==> src/rtl/im_loader_pkg.sv <==
// Shared definitions for the instruction-memory loader: default widths that
// match the core's PC and instruction widths, and the loader state encoding.
package im_loader_pkg;

  localparam int LOADER_ADDR_W = 4;
  localparam int LOADER_DATA_W = 8;

  typedef enum logic [2:0] {
    HDR     = 3'd0,
    PAYLOAD = 3'd1,
    CHK     = 3'd2,
    FILL    = 3'd3,
    RUN     = 3'd4,
    ERR     = 3'd5
  } loader_state_e;

endpackage

==> src/rtl/im_loader.sv <==
// Instruction-memory loader: takes a framed byte stream (length, payload,
// XOR checksum), writes the payload from address 0, zero-fills the rest of
// the memory and only then releases the core through core_start.
module im_loader
  import im_loader_pkg::*;
#(
  parameter int ADDR_W = LOADER_ADDR_W,
  parameter int DATA_W = LOADER_DATA_W,
  parameter int DEPTH  = 1 << ADDR_W
) (
  input  logic              clk,
  input  logic              rst_n,
  input  logic [DATA_W-1:0] in_data,
  input  logic              in_valid,
  output logic              in_ready,
  input  logic              reload,
  output logic              im_we,
  output logic [ADDR_W-1:0] im_addr,
  output logic [DATA_W-1:0] im_wdata,
  output logic              core_start,
  output logic              busy,
  output logic              error
);

  // One extra bit so a full-depth length never wraps back to zero.
  localparam int CNT_W = ADDR_W + 1;

  loader_state_e     state_q, state_d;
  logic [CNT_W-1:0]  cnt_q, cnt_d;
  logic [DATA_W-1:0] len_q, len_d;
  logic [DATA_W-1:0] cksum_q, cksum_d;
  logic              im_we_q, im_we_d;
  logic [ADDR_W-1:0] im_addr_q, im_addr_d;
  logic [DATA_W-1:0] im_wdata_q, im_wdata_d;
  logic              core_start_q, core_start_d;

  logic accept;
  logic hdr_len_ok;
  logic last_payload;
  logic need_fill;
  logic fill_done;

  assign in_ready = rst_n & ~reload &
                    ((state_q == HDR) | (state_q == PAYLOAD) | (state_q == CHK));
  assign accept   = in_valid & in_ready;

  assign hdr_len_ok   = (int'(in_data) >= 1) && (int'(in_data) <= DEPTH);
  assign last_payload = (int'(cnt_q) == int'(len_q) - 1);
  assign need_fill    = (int'(len_q) < DEPTH);
  assign fill_done    = (int'(cnt_q) == DEPTH - 1);

  // Next-state, counter, checksum and write-port decisions for the frame FSM.
  always_comb begin
    state_d      = state_q;
    cnt_d        = cnt_q;
    len_d        = len_q;
    cksum_d      = cksum_q;
    im_we_d      = 1'b0;
    im_addr_d    = im_addr_q;
    im_wdata_d   = im_wdata_q;
    core_start_d = (state_q == RUN) && !reload;

    if (reload) begin
      state_d = HDR;
      cnt_d   = '0;
      cksum_d = '0;
    end else begin
      unique case (state_q)
        HDR: begin
          if (accept) begin
            len_d   = in_data;
            cksum_d = in_data;
            cnt_d   = '0;
            state_d = hdr_len_ok ? PAYLOAD : ERR;
          end
        end
        PAYLOAD: begin
          if (accept) begin
            im_we_d    = 1'b1;
            im_addr_d  = cnt_q[ADDR_W-1:0];
            im_wdata_d = in_data;
            cksum_d    = cksum_q ^ in_data;
            if (last_payload) begin
              state_d = CHK;
            end else begin
              cnt_d = cnt_q + 1'b1;
            end
          end
        end
        CHK: begin
          if (accept) begin
            if (in_data != cksum_q) begin
              state_d = ERR;
            end else if (need_fill) begin
              state_d = FILL;
              cnt_d   = CNT_W'(len_q);
            end else begin
              state_d = RUN;
            end
          end
        end
        FILL: begin
          im_we_d    = 1'b1;
          im_addr_d  = cnt_q[ADDR_W-1:0];
          im_wdata_d = '0;
          cnt_d      = cnt_q + 1'b1;
          if (fill_done) begin
            state_d = RUN;
          end
        end
        RUN: begin
        end
        ERR: begin
        end
        default: begin
          state_d = HDR;
        end
      endcase
    end
  end

  // State and registered write port, cleared by the synchronous reset.
  always_ff @(posedge clk) begin
    if (!rst_n) begin
      state_q      <= HDR;
      cnt_q        <= '0;
      len_q        <= '0;
      cksum_q      <= '0;
      im_we_q      <= 1'b0;
      im_addr_q    <= '0;
      im_wdata_q   <= '0;
      core_start_q <= 1'b0;
    end else begin
      state_q      <= state_d;
      cnt_q        <= cnt_d;
      len_q        <= len_d;
      cksum_q      <= cksum_d;
      im_we_q      <= im_we_d;
      im_addr_q    <= im_addr_d;
      im_wdata_q   <= im_wdata_d;
      core_start_q <= core_start_d;
    end
  end

  assign im_we      = im_we_q;
  assign im_addr    = im_addr_q;
  assign im_wdata   = im_wdata_q;
  assign core_start = core_start_q;
  assign busy       = (state_q == PAYLOAD) || (state_q == CHK) || (state_q == FILL);
  assign error      = (state_q == ERR);

endmodule

==> config.mk <==
export PLATFORM = sky130hd
export DESIGN_NAME = im_loader
export DESIGN_NICKNAME = d
export VERILOG_FILES = /design/src/rtl/im_loader_pkg.sv /design/src/rtl/im_loader.sv
export SDC_FILE = /design/constraint.sdc
export NUM_CORES = 1
export LEC_CHECK = 0
export ABC_AREA = 1
export BUFFER_PORTS_ARGS = -buffer_cell sky130_fd_sc_hd__clkbuf_2
export CORE_MARGIN = 4
export CORE_UTILIZATION = 45
export CTS_CLUSTER_SIZE = 25
export DETAILED_ROUTE_END_ITERATION = 10
export PLACE_DENSITY_LB_ADDON = 0.25
export SLEW_MARGIN = 40
export SYNTH_ARGS = -nofsm -noshare
export SYNTH_HDL_FRONTEND = slang
export SYNTH_SLANG_ARGS = --single-unit
==> constraint.sdc <==
create_clock -name clk -period 1.9 [get_ports clk]
set_clock_uncertainty 0.1 [all_clocks]
set_input_delay 0.19 -clock clk [delete_from_list [all_inputs] [get_ports clk]]
set_output_delay 0.19 -clock clk [all_outputs]
set_load 0.05 [all_outputs]
==> results of run 1 <==
[final cells by class]
class,instances,area (sq um)
Clock buffer,5,68.8
Fill cell,457,2100
Timing Repair inverter,1,7.51
Timing Repair Buffer,41,238
Tap cell,54,67.6
Sequential cell,38,766
Multi-Input combinational cell,244,1240
Inverter,35,135
Clock inverter,3,68.8
[state kept, by name (all words and copies together) (netlist names)]
signal,cells
im_addr,4
cksum_q,8
state_q,3
len_q,8
cnt_q,5
im_wdata,8
im_we,1
core_start,1
[cells in the mapped netlist]
| cell type | n |
|---|---|
| o21ai_0 | 24 |
| a22oi_1 | 1 |
| nand2_2 | 3 |
| xnor2_1 | 5 |
| nor3_4 | 2 |
| nand3_1 | 22 |
| o21ai_1 | 3 |
| buf_4 | 2 |
| clkbuf_1 | 1 |
| dfxtp_1 | 38 |
| buf_6 | 4 |
| o21ai_2 | 1 |
| or2_2 | 1 |
| nor3_1 | 3 |
| a21oi_4 | 1 |
| nand2_4 | 1 |
| nor2_2 | 3 |
| inv_2 | 3 |
| xor2_1 | 2 |
| inv_1 | 31 |
| nand3b_1 | 1 |
| buf_2 | 2 |
| nor2_1 | 37 |
| o22ai_1 | 2 |
| nor2_4 | 2 |
| a21oi_1 | 41 |
| nand3_2 | 3 |
| ha_1 | 3 |
| nand2_1 | 81 |
| clkinv_1 | 1 |
| nand4_1 | 2 |
[per-stage QoR]
| stage | instance area (sq um) | setup slack [ps] |
|---|---|---|
| after floorplan | 2180 | 46.1 |
| after global placement | 2400 | 108 |
| after detailed placement | 2400 | 47.9 |
| after CTS | 2540 | 12.6 |
| after global routing | 2590 | -30.7 |
| final | 2590 | 107 |
[cell families after synthesis]
| group | count (synthesis) | synth area share |
|---|---|---|
| AO/OA/AOI/OAI | 73 | 0.177 |
| XOR/XNOR | 7 | 0.0281 |
| adder cells (fa/ha/maj) | 3 | 0.0172 |
| buffers and inverters | 44 | 0.0942 |
| flip-flops | 38 | 0.349 |
| AND/OR/NAND/NOR | 161 | 0.334 |
[worst paths after layout]
path / endpoint / slack (ps) / depth (start not counted)
worst max-delay path: in_ready / 110 / 4
worst max register to register: cksum_q[6] / 120 / 7
worst min-delay path: len_q[2] / 100 / 3
worst min register to register: im_wdata[6] / 370 / 2
[tightest hold or removal path, stage by stage]
cell and delay (ps):
clkbuf_2 140, o21ai_0 90, a21oi_1 40
[power by group through the flow]
| stage | Combinational (mW) | Clock (mW) | Sequential [mW] |
|---|---|---|---|
| 2_1_floorplan | 0.195 | 0 | 0.860 |
| 3_3_place_gp | 0.278 | 0 | 0.854 |
| 3_5_place_dp | 0.280 | 0 | 0.854 |
| 4_1_cts | 0.282 | 0.853 | 0.835 |
| 5_1_grt | 0.338 | 0.888 | 0.840 |
| 6_report | 0.296 | 0.847 | 0.836 |
[metal layers]
layer	share of wire	vias up
met5	0	-
met3	0.041	14
met4	0.021	0
met2	0.47	56
met1	0.46	971
li1	-	1141
[repair_timing]
action	in CTS	in global routing
gates resized for setup	0	16
endpoints found under the hold margin	0	0
setup endpoints to repair	0	15
hold buffers	0	0
buffers inserted	0	1
==> flow_summary_export.csv, run 1 <==
group,metric,value,unit
status,status,"completed",
global_routing,grt_pass1_wl,8960,um
clock_tree,clock_latency,290,ps
worst_setup_path,arrival,1500,ps
timing,fin_hold_ws,105,ps
yosys,yosys_warnings,0,
clock_tree,cts_max_level,2,
timing,rsz0062_at_grt,"true",
cells_and_area,area_growth,19.1,%
global_routing,top_usage_layer,"met2",
worst_setup_path,startpoint,"state_q[2]",
timing,slew_viol_final,0,
placed_design,place_inst,411,
worst_setup_path,startpoint_type,"flip-flop",
routing,first_pass_iters,4,
die,initial_core_util,0.464,
power_and_ir_drop,swShare,0.268,
power_and_ir_drop,combPwrFrac,0.150,
global_routing,use_met3,0.0371,
die,io_pins,29,
worst_setup_path,cp_common_cell,"nor2_2",
routing,drtAntennaViolNets,0,
cells_and_area,num-nets-final,381,
power_and_ir_drop,p_switching,0.531,mW
global_routing,grt_use_met1,0.242,
worst_setup_path,crit_required,1610,ps
worst_setup_path,worst-path-buf-inv,1,
clock_tree,path_clk_slew,80,ps
cells_and_area,drive_gt1_frac,0.221,
routing,vias,2182,
yosys,synthDistinctLibCells,31,
yosys,ys_seq_area_frac,0.349,
cells_and_area,final_util,0.553,
global_routing,grt_max_degree,18,
worst_setup_path,critPathMaxFanout,7,
placed_design,place_congestion,0.841,
power_and_ir_drop,p_clk_frac,0.428,
routing,route.detailed.drc,0,
worst_setup_path,crit_family,"flip-flops",
worst_setup_path,worst-setup-path-type,"reg -> out",
timing,min_period,1790,ps
die,fp.dieH,77.6,um
yosys,ys_seq_elements,38,
clock_tree,cts_buffer_depth,2,
worst_setup_path,worstPathCellList,"nor2_2 > nor2_2 > nor2_1 > clkbuf_2",
worst_setup_path,max_stage_delay,540,ps
routing,wire_per_inst,12.9,um
timing,setup_violations,0,
clock_tree,cts_buffers,5,
cells_and_area,num_antenna_cells,0,
cells_and_area,final_cell_mix,"nand2_1 (80), a21oi_1 (41), nor2_1 (35)",
yosys,yosys.area.top_type,"dfxtp_1",
worst_setup_path,setup.worst_path.end_class,"output port",
yosys,avgSynthCellArea,6.68,sq um
routing,drt_wl_total,5420,um
die,dieArea,0.00602,sq mm
clock_tree,cts_tree,"done",
power_and_ir_drop,power.density,763,mW/mm^2
timing,tns,0,ps
yosys,synth.top_cells.by_area,"dfxtp_1 (35%), nand2_1 (14%), a21oi_1 (9.4%), nor2_1 (6.4%), o21ai_0 (5.5%)",
global_routing,grtUsageTotal,0.182,
global_routing,grt_antenna_before_repair,0,
cells_and_area,instances_no_fill,421,
routing,viasPerCell,5.18,
clock_tree,cts-root-buf,"clkbuf_8",
worst_hold_path,min_from,"rst_n",
global_routing,global_route.overflow_total,0,
placed_design,dp_hpwl,3990,um
routing,drt_iter0_drc,136,
timing,hold_viol,0,
timing,finalCritPeriodShare,0.943,
power_and_ir_drop,peakVddDrop,0.463,mV
power_and_ir_drop,fin_total_pwr,1.98,mW
cells_and_area,final_common_cell,"nand2_1",
timing,max_freq,0.558,GHz
yosys,synth_cells,326,
yosys,netlist.area_leader.share,0.349,
worst_setup_path,slowest_stage,"dfxtp_1",
die,num_rows,25,
worst_hold_path,hold_path_class,"in -> reg",
die,core_area,0.00469,sq mm
timing,maxSlewHeadroom,0.734,
power_and_ir_drop,p_leak,1.13,nW
worst_setup_path,rr_startpoint,"state_q[2]",
clock_tree,cts.sinks,38,
power_and_ir_drop,seq_power_share,0.423,
global_routing,grtUsageMet2,0.294,
placed_design,io_buffers,28,
die,die_x,77.6,um
global_routing,grt_pass1_vias,1988,
power_and_ir_drop,internal_power,1.45,mW
yosys,syn_nets,341,
yosys,netlist_area,0.00218,sq mm
run,maxCapViolations,0,
timing,worst_pin_slew,396,ps
Note: power is estimated with default switching activity, not from simulation.
==> inputs of run 2 (changes only) <==
Settings changed: CELL_PAD_IN_SITES_DETAIL_PLACEMENT from default to 2, CELL_PAD_IN_SITES_GLOBAL_PLACEMENT from default to 2, CORE_UTILIZATION 45 to 28.
==> run 2 against run 1 <==
Compared with the run above: register-to-register slack worse by 50 ps; core utilization fell by 17 points; power increased by 6.1%; flip-flop and latch count unchanged; final cell count rose by 13%; routed wire length up 51%; critical endpoint is now cnt_q[0]; largest power group unchanged.
==> flow_summary_export.csv, run 2 (synthesis results as in run 1) <==
group,metric,value,unit
clock_tree,cts_tree,"done",
worst_setup_path,r2r_slack,70,ps
placed_design,place_inst,466,
worst_hold_path,hold_depth,3,
timing,fin_hold_ws,90.4,ps
die,initial_core_util,0.294,
worst_setup_path,reg2reg_to,"cnt_q[0]",
timing,tns,0,ps
cells_and_area,num-nets-final,392,
clock_tree,cts.sinks,38,
timing,setup_violations,0,
timing,max_freq,0.547,GHz
worst_setup_path,cp_common_cell,"nand2_1",
worst_setup_path,rr_worst_depth,13,
routing,route.detailed.drc,0,
clock_tree,cts_max_level,2,
placed_design,dp_hpwl,6270,um
global_routing,grt_pass1_vias,2572,
worst_setup_path,max_stage_delay,340,ps
worst_setup_path,worst-setup-path-type,"reg -> reg",
timing,rsz0062_at_grt,"true",
cells_and_area,fill_cells,886,
routing,first_pass_iters,4,
placed_design,preCtsSetupSlack,-27.0,ps
power_and_ir_drop,peakVddDrop,0.244,mV
die,io_pins,29,
routing,drtAntennaViolNets,0,
cells_and_area,final_cell_mix,"nand2_1 (68), a21oi_1 (41), nor2_1 (32)",
clock_tree,cts_buffers,5,
cells_and_area,area_growth,31.1,%
global_routing,grt_pass1_wl,13300,um
timing,worst_pin_slew,470,ps
run,maxCapViolations,0,
global_routing,global_route.overflow_total,0,
routing,wire_per_inst,17.2,um
worst_setup_path,rr_startpoint,"len_q[1]",
clock_tree,clock_latency,310,ps
worst_setup_path,setup.worst_path.end_class,"flip-flop",
cells_and_area,design_area,0.00286,sq mm
timing,hold_viol,0,
placed_design,dpl_cell_area,0.00255,sq mm
worst_hold_path,hold_path_class,"in -> reg",
routing,drt_wl_total,8200,um
die,die_x,96.2,um
worst_setup_path,arrival,1940,ps
worst_setup_path,startpoint,"len_q[1]",
timing,slew_viol_final,0,
placed_design,io_buffers,28,
global_routing,grt_antenna_before_repair,0,
power_and_ir_drop,p_leak,1.22,nW
clock_tree,cts-hold-fix-buffers,0,
worst_hold_path,min_from,"in_data[1]",
die,core_area,0.00741,sq mm
placed_design,place_congestion,0.796,
timing,maxSlewHeadroom,0.686,
worst_setup_path,critPathMaxFanout,7,
timing,finalCritPeriodShare,0.962,
status,status,"completed",
routing,vias,2369,
worst_hold_path,min_to,"im_wdata[1]",
timing,min_period,1830,ps
clock_tree,cts-root-buf,"clkbuf_8",
clock_tree,path_clk_slew,90,ps
power_and_ir_drop,power.density,735,mW/mm^2
routing,drt_iter0_drc,54,
timing,setup_slack,71.4,ps
global_routing,grt_max_degree,18,
worst_setup_path,crit_required,2010,ps
clock_tree,cts_buffer_depth,2,
die,dieArea,0.00926,sq mm
routing,viasPerCell,4.97,
cells_and_area,drive_gt1_frac,0.310,
worst_setup_path,worstPathCellList,"inv_2 > ha_4 > buf_4 > nand2_1 > nand2_1 > nand2_2 > nand3_4 > nor2_4 > nand3_4 > nand2_4 > nand2_2 > nand2_1 > nor2_1",
die,num_rows,31,
cells_and_area,instances_no_fill,477,
global_routing,grtUsageTotal,0.189,
die,fp.dieH,96.2,um
cells_and_area,final_common_cell,"nand2_1",
worst_setup_path,startpoint_type,"flip-flop",
worst_setup_path,slowest_stage,"dfxtp_2",
cells_and_area,num_antenna_cells,0,
run 2: changes by cell type in the layout (fill, tap and decap cells not counted), sizes merged:
cell,change
clkinvlp,-2
buf,+12
inv,+1
run 2: worst max-delay path: cells and delay by family, from the launching register on:
family / cells / cell delay, ps
fa+ha+maj: 1 / 160
buf+inv: 2 / 190
flops: 1 / 340
simple gates: 10 / 940
run 2: timing repair:
action | in CTS | in global routing
buffers inserted | 0 | 3
setup endpoints to repair | 9 | 11
cloned | 0 | 0
resized for setup | 11 | 37
pin swaps | 3 | 11
run 2: worst max-delay path by stage:
stage               end  slack [ps]  depth (start not counted)
2_1_floorplan  cnt_q[3]          50                         11
3_3_place_gp   cnt_q[3]         100                         11
3_5_place_dp   cnt_q[3]         -30                         11
4_1_cts        cnt_q[3]         -20                         11
5_1_grt        cnt_q[0]         -20                         14
6_report       cnt_q[0]          70                         13
run 2: report_power, final:
| group | internal, mW | switching (mW) | leakage [nW] | total [mW] |
|---|---|---|---|---|
| logic | 0.137 | 0.245 | 0.835 | 0.383 |
| registers | 0.817 | 0.0224 | 0.311 | 0.840 |
| clock network | 0.527 | 0.351 | 0.0683 | 0.878 |
run 2: per-layer routing:
layer | vias to the layer above | part of all wire | global-route usage
met1 | 1175 | 0.44 | 0.229
met2 | 29 | 0.52 | 0.343
li1 | 1155 | - | -
met5 | - | 0 | 0
met3 | 10 | 0.023 | 0.0266
met4 | 0 | 0.013 | 0.0557
run 2: layout make-up:
class,count,area (sq um),share of cell area
inverter,35,131,0.0460
tap,99,124,0.0434
timing repair buffer,53,347,0.121
multi-input combinational,244,1350,0.471
clock buffer,5,68.8,0.0241
clock inverter,3,68.8,0.0241
sequential,38,771,0.270
run 2: metrics by stage:
step                utilization  total power, mW
finish                    0.386             2.10
global route              0.386             2.20
global placement          0.344             1.16
CTS                       0.368             2.07
detailed placement        0.344             1.18
floorplan                     -             1.06
==> inputs of run 3 (changes only) <==
Settings changed: CORE_UTILIZATION 28 to 29, CTS_BUF_LIST from default to sky130_fd_sc_hd__clkbuf_4, RECOVER_POWER from default to 100.
==> run 3 against run 2 <==
Compared with the run above: critical endpoint is now busy; via count decreased by 2.1%; power decreased by 14%; core utilization decreased by 0.98 points; maximum frequency up 1.7%; combinational power fell by 5.7%; largest power group is now sequential cells.
==> flow_summary_export.csv, run 3 (synthesis results as in run 1) <==
group,metric,value,unit
routing,drtAntennaViolNets,0,
status,status,"completed",
routing,route.detailed.drc,0,
timing,hold_viol,0,
worst_setup_path,worst-path-buf-inv,3,
clock_tree,cts_tree,"done",
cells_and_area,instances_no_fill,477,
clock_tree,cts_buffer_depth,2,
timing,slew_viol_final,0,
power_and_ir_drop,peakVddDrop,0.244,mV
power_and_ir_drop,swShare,0.320,
global_routing,grt_max_degree,18,
cells_and_area,num-nets-final,392,
cells_and_area,drive_gt1_frac,0.238,
cells_and_area,final_util,0.376,
clock_tree,cts-root-buf,"clkbuf_4",
timing,maxSlewHeadroom,0.590,
worst_setup_path,critPathMaxFanout,7,
global_routing,grt_antenna_before_repair,0,
worst_setup_path,setup.worst_path.end_class,"output port",
timing,finalCritPeriodShare,0.947,
clock_tree,cts_buffers,5,
routing,wire_per_inst,15.8,um
worst_setup_path,max_stage_delay,400,ps
power_and_ir_drop,p_switching,0.576,mW
die,io_pins,29,
cells_and_area,final_common_cell,"nand2_1",
power_and_ir_drop,combPwrFrac,0.201,
worst_setup_path,worstPathCellList,"clkbuf_1 > nor3_4 > inv_2 > nand2_1 > clkbuf_4",
routing,drt_iter0_drc,53,
worst_setup_path,crit_required,1610,ps
power_and_ir_drop,p_clk_frac,0.334,
routing,viasPerCell,4.86,
worst_setup_path,arrival,1510,ps
die,fp.dieH,94.7,um
die,initial_core_util,0.299,
placed_design,place_inst,467,
clock_tree,cts.sinks,38,
global_routing,grt_pass1_vias,2431,
worst_setup_path,slowest_stage,"dfxtp_2",
power_and_ir_drop,power.density,656,mW/mm^2
global_routing,grt_pass1_wl,12100,um
power_and_ir_drop,seq_power_share,0.466,
routing,first_pass_iters,4,
run,maxCapViolations,0,
global_routing,global_route.overflow_total,0,
timing,setup_violations,0,
power_and_ir_drop,p_leak,1.12,nW
die,num_rows,31,
worst_setup_path,crit_family,"buffers and inverters",
global_routing,grtUsageTotal,0.174,
cells_and_area,fill_cells,919,
worst_setup_path,startpoint_type,"flip-flop",
timing,max_freq,0.556,GHz
die,die_x,94.7,um
cells_and_area,num_antenna_cells,0,
timing,worst_pin_slew,618,ps
die,core_area,0.00729,sq mm
worst_setup_path,worst-setup-path-type,"reg -> out",
cells_and_area,area_growth,25.8,%
timing,min_period,1800,ps
routing,drt_wl_total,7520,um
clock_tree,path_clk_slew,140,ps
placed_design,place_congestion,0.792,
die,dieArea,0.00896,sq mm
worst_hold_path,hold_path_class,"in -> reg",
power_and_ir_drop,internal_power,1.22,mW
routing,vias,2319,
cells_and_area,final_cell_mix,"nand2_1 (75), a21oi_1 (41), nor2_1 (33)",
placed_design,dp_hpwl,5830,um
clock_tree,clock_latency,360,ps
clock_tree,cts_max_level,2,
placed_design,io_buffers,28,
[run 3: changes by cell type in the layout (fill, tap and decap cells not counted), moves of 2 or more]
cell / change
dfxtp_2: -3
nand3_1: +2
clkbuf_8: -5
buf_4: -2
clkinvlp_4: +2
nand2_1: +7
clkbuf_4: +6
clkbuf_2: -13
nand2_2: -7
clkbuf_1: +15
o21ai_0: +2
dfxtp_1: +2
[run 3: worst reg2reg max path, cell delays in order (launching register included)]
cell and delay (ps):
dfxtp_2 360, inv_2 50, ha_4 160, buf_4 140, nand2_4 70, xor2_2 180
nand2_2 90, nor2_4 150, nand3_4 140, nand2_4 110, nand2_1 50, nand2_1 60
nor2_1 40
[run 3: worst paths after layout]
check	from	end	slack (ps)	cells after the start
max	state_q[0]	busy	100	5
min	in_data[0]	im_wdata[0]	50	3
max reg2reg	len_q[0]	cnt_q[3]	110	12
min reg2reg	im_wdata[2]	im_wdata[2]	380	2
[run 3: metrics by stage]
stage	cell area [sq um]	TNS (ps)	worst slack (ps)	total power [mW]	hold slack (ps)
after floorplan	2180	0	46.1	1.06	228
after global placement	2550	0	94.0	1.16	355
after detailed placement	2550	-12.0	-6.59	1.18	363
after CTS	2670	0	1.37	1.81	38.4
after global routing	2740	-285	-79.5	1.90	42.8
final	2740	0	102	1.80	54.6
[run 3: cell type report]
class                   instances  area, sq um  share of cell area
clock inverters                 3         45.0              0.0164
multi-input cells             244         1310               0.479
clock buffers                   5         37.5              0.0137
flip-flops and latches         38          771               0.281
inverters                      35          131              0.0479
well taps                      99          124              0.0452
repair buffers                 53          319               0.116
[run 3: power groups by stage]
stage / Combinational (mW) / Clock, mW / Sequential, mW
floorplan: 0.195 / 0 / 0.860
global placement: 0.310 / 0 / 0.854
detailed placement: 0.320 / 0 / 0.855
CTS: 0.336 / 0.632 / 0.838
global route: 0.403 / 0.657 / 0.841
finish: 0.361 / 0.601 / 0.837
[run 3: layer usage]
layer	share of wire	track usage	vias up
met1	0.46	0.224	1140
met5	0	0	-
met3	0.016	0.0287	4
li1	-	-	1155
met4	0.0068	0.0361	0
met2	0.52	0.305	20
[run 3: timing repair]
action	in CTS	in global routing
setup endpoints to repair	9	10
setup buffers	0	2
pin swaps	3	11
resized for setup	10	25
hold buffers	0	0
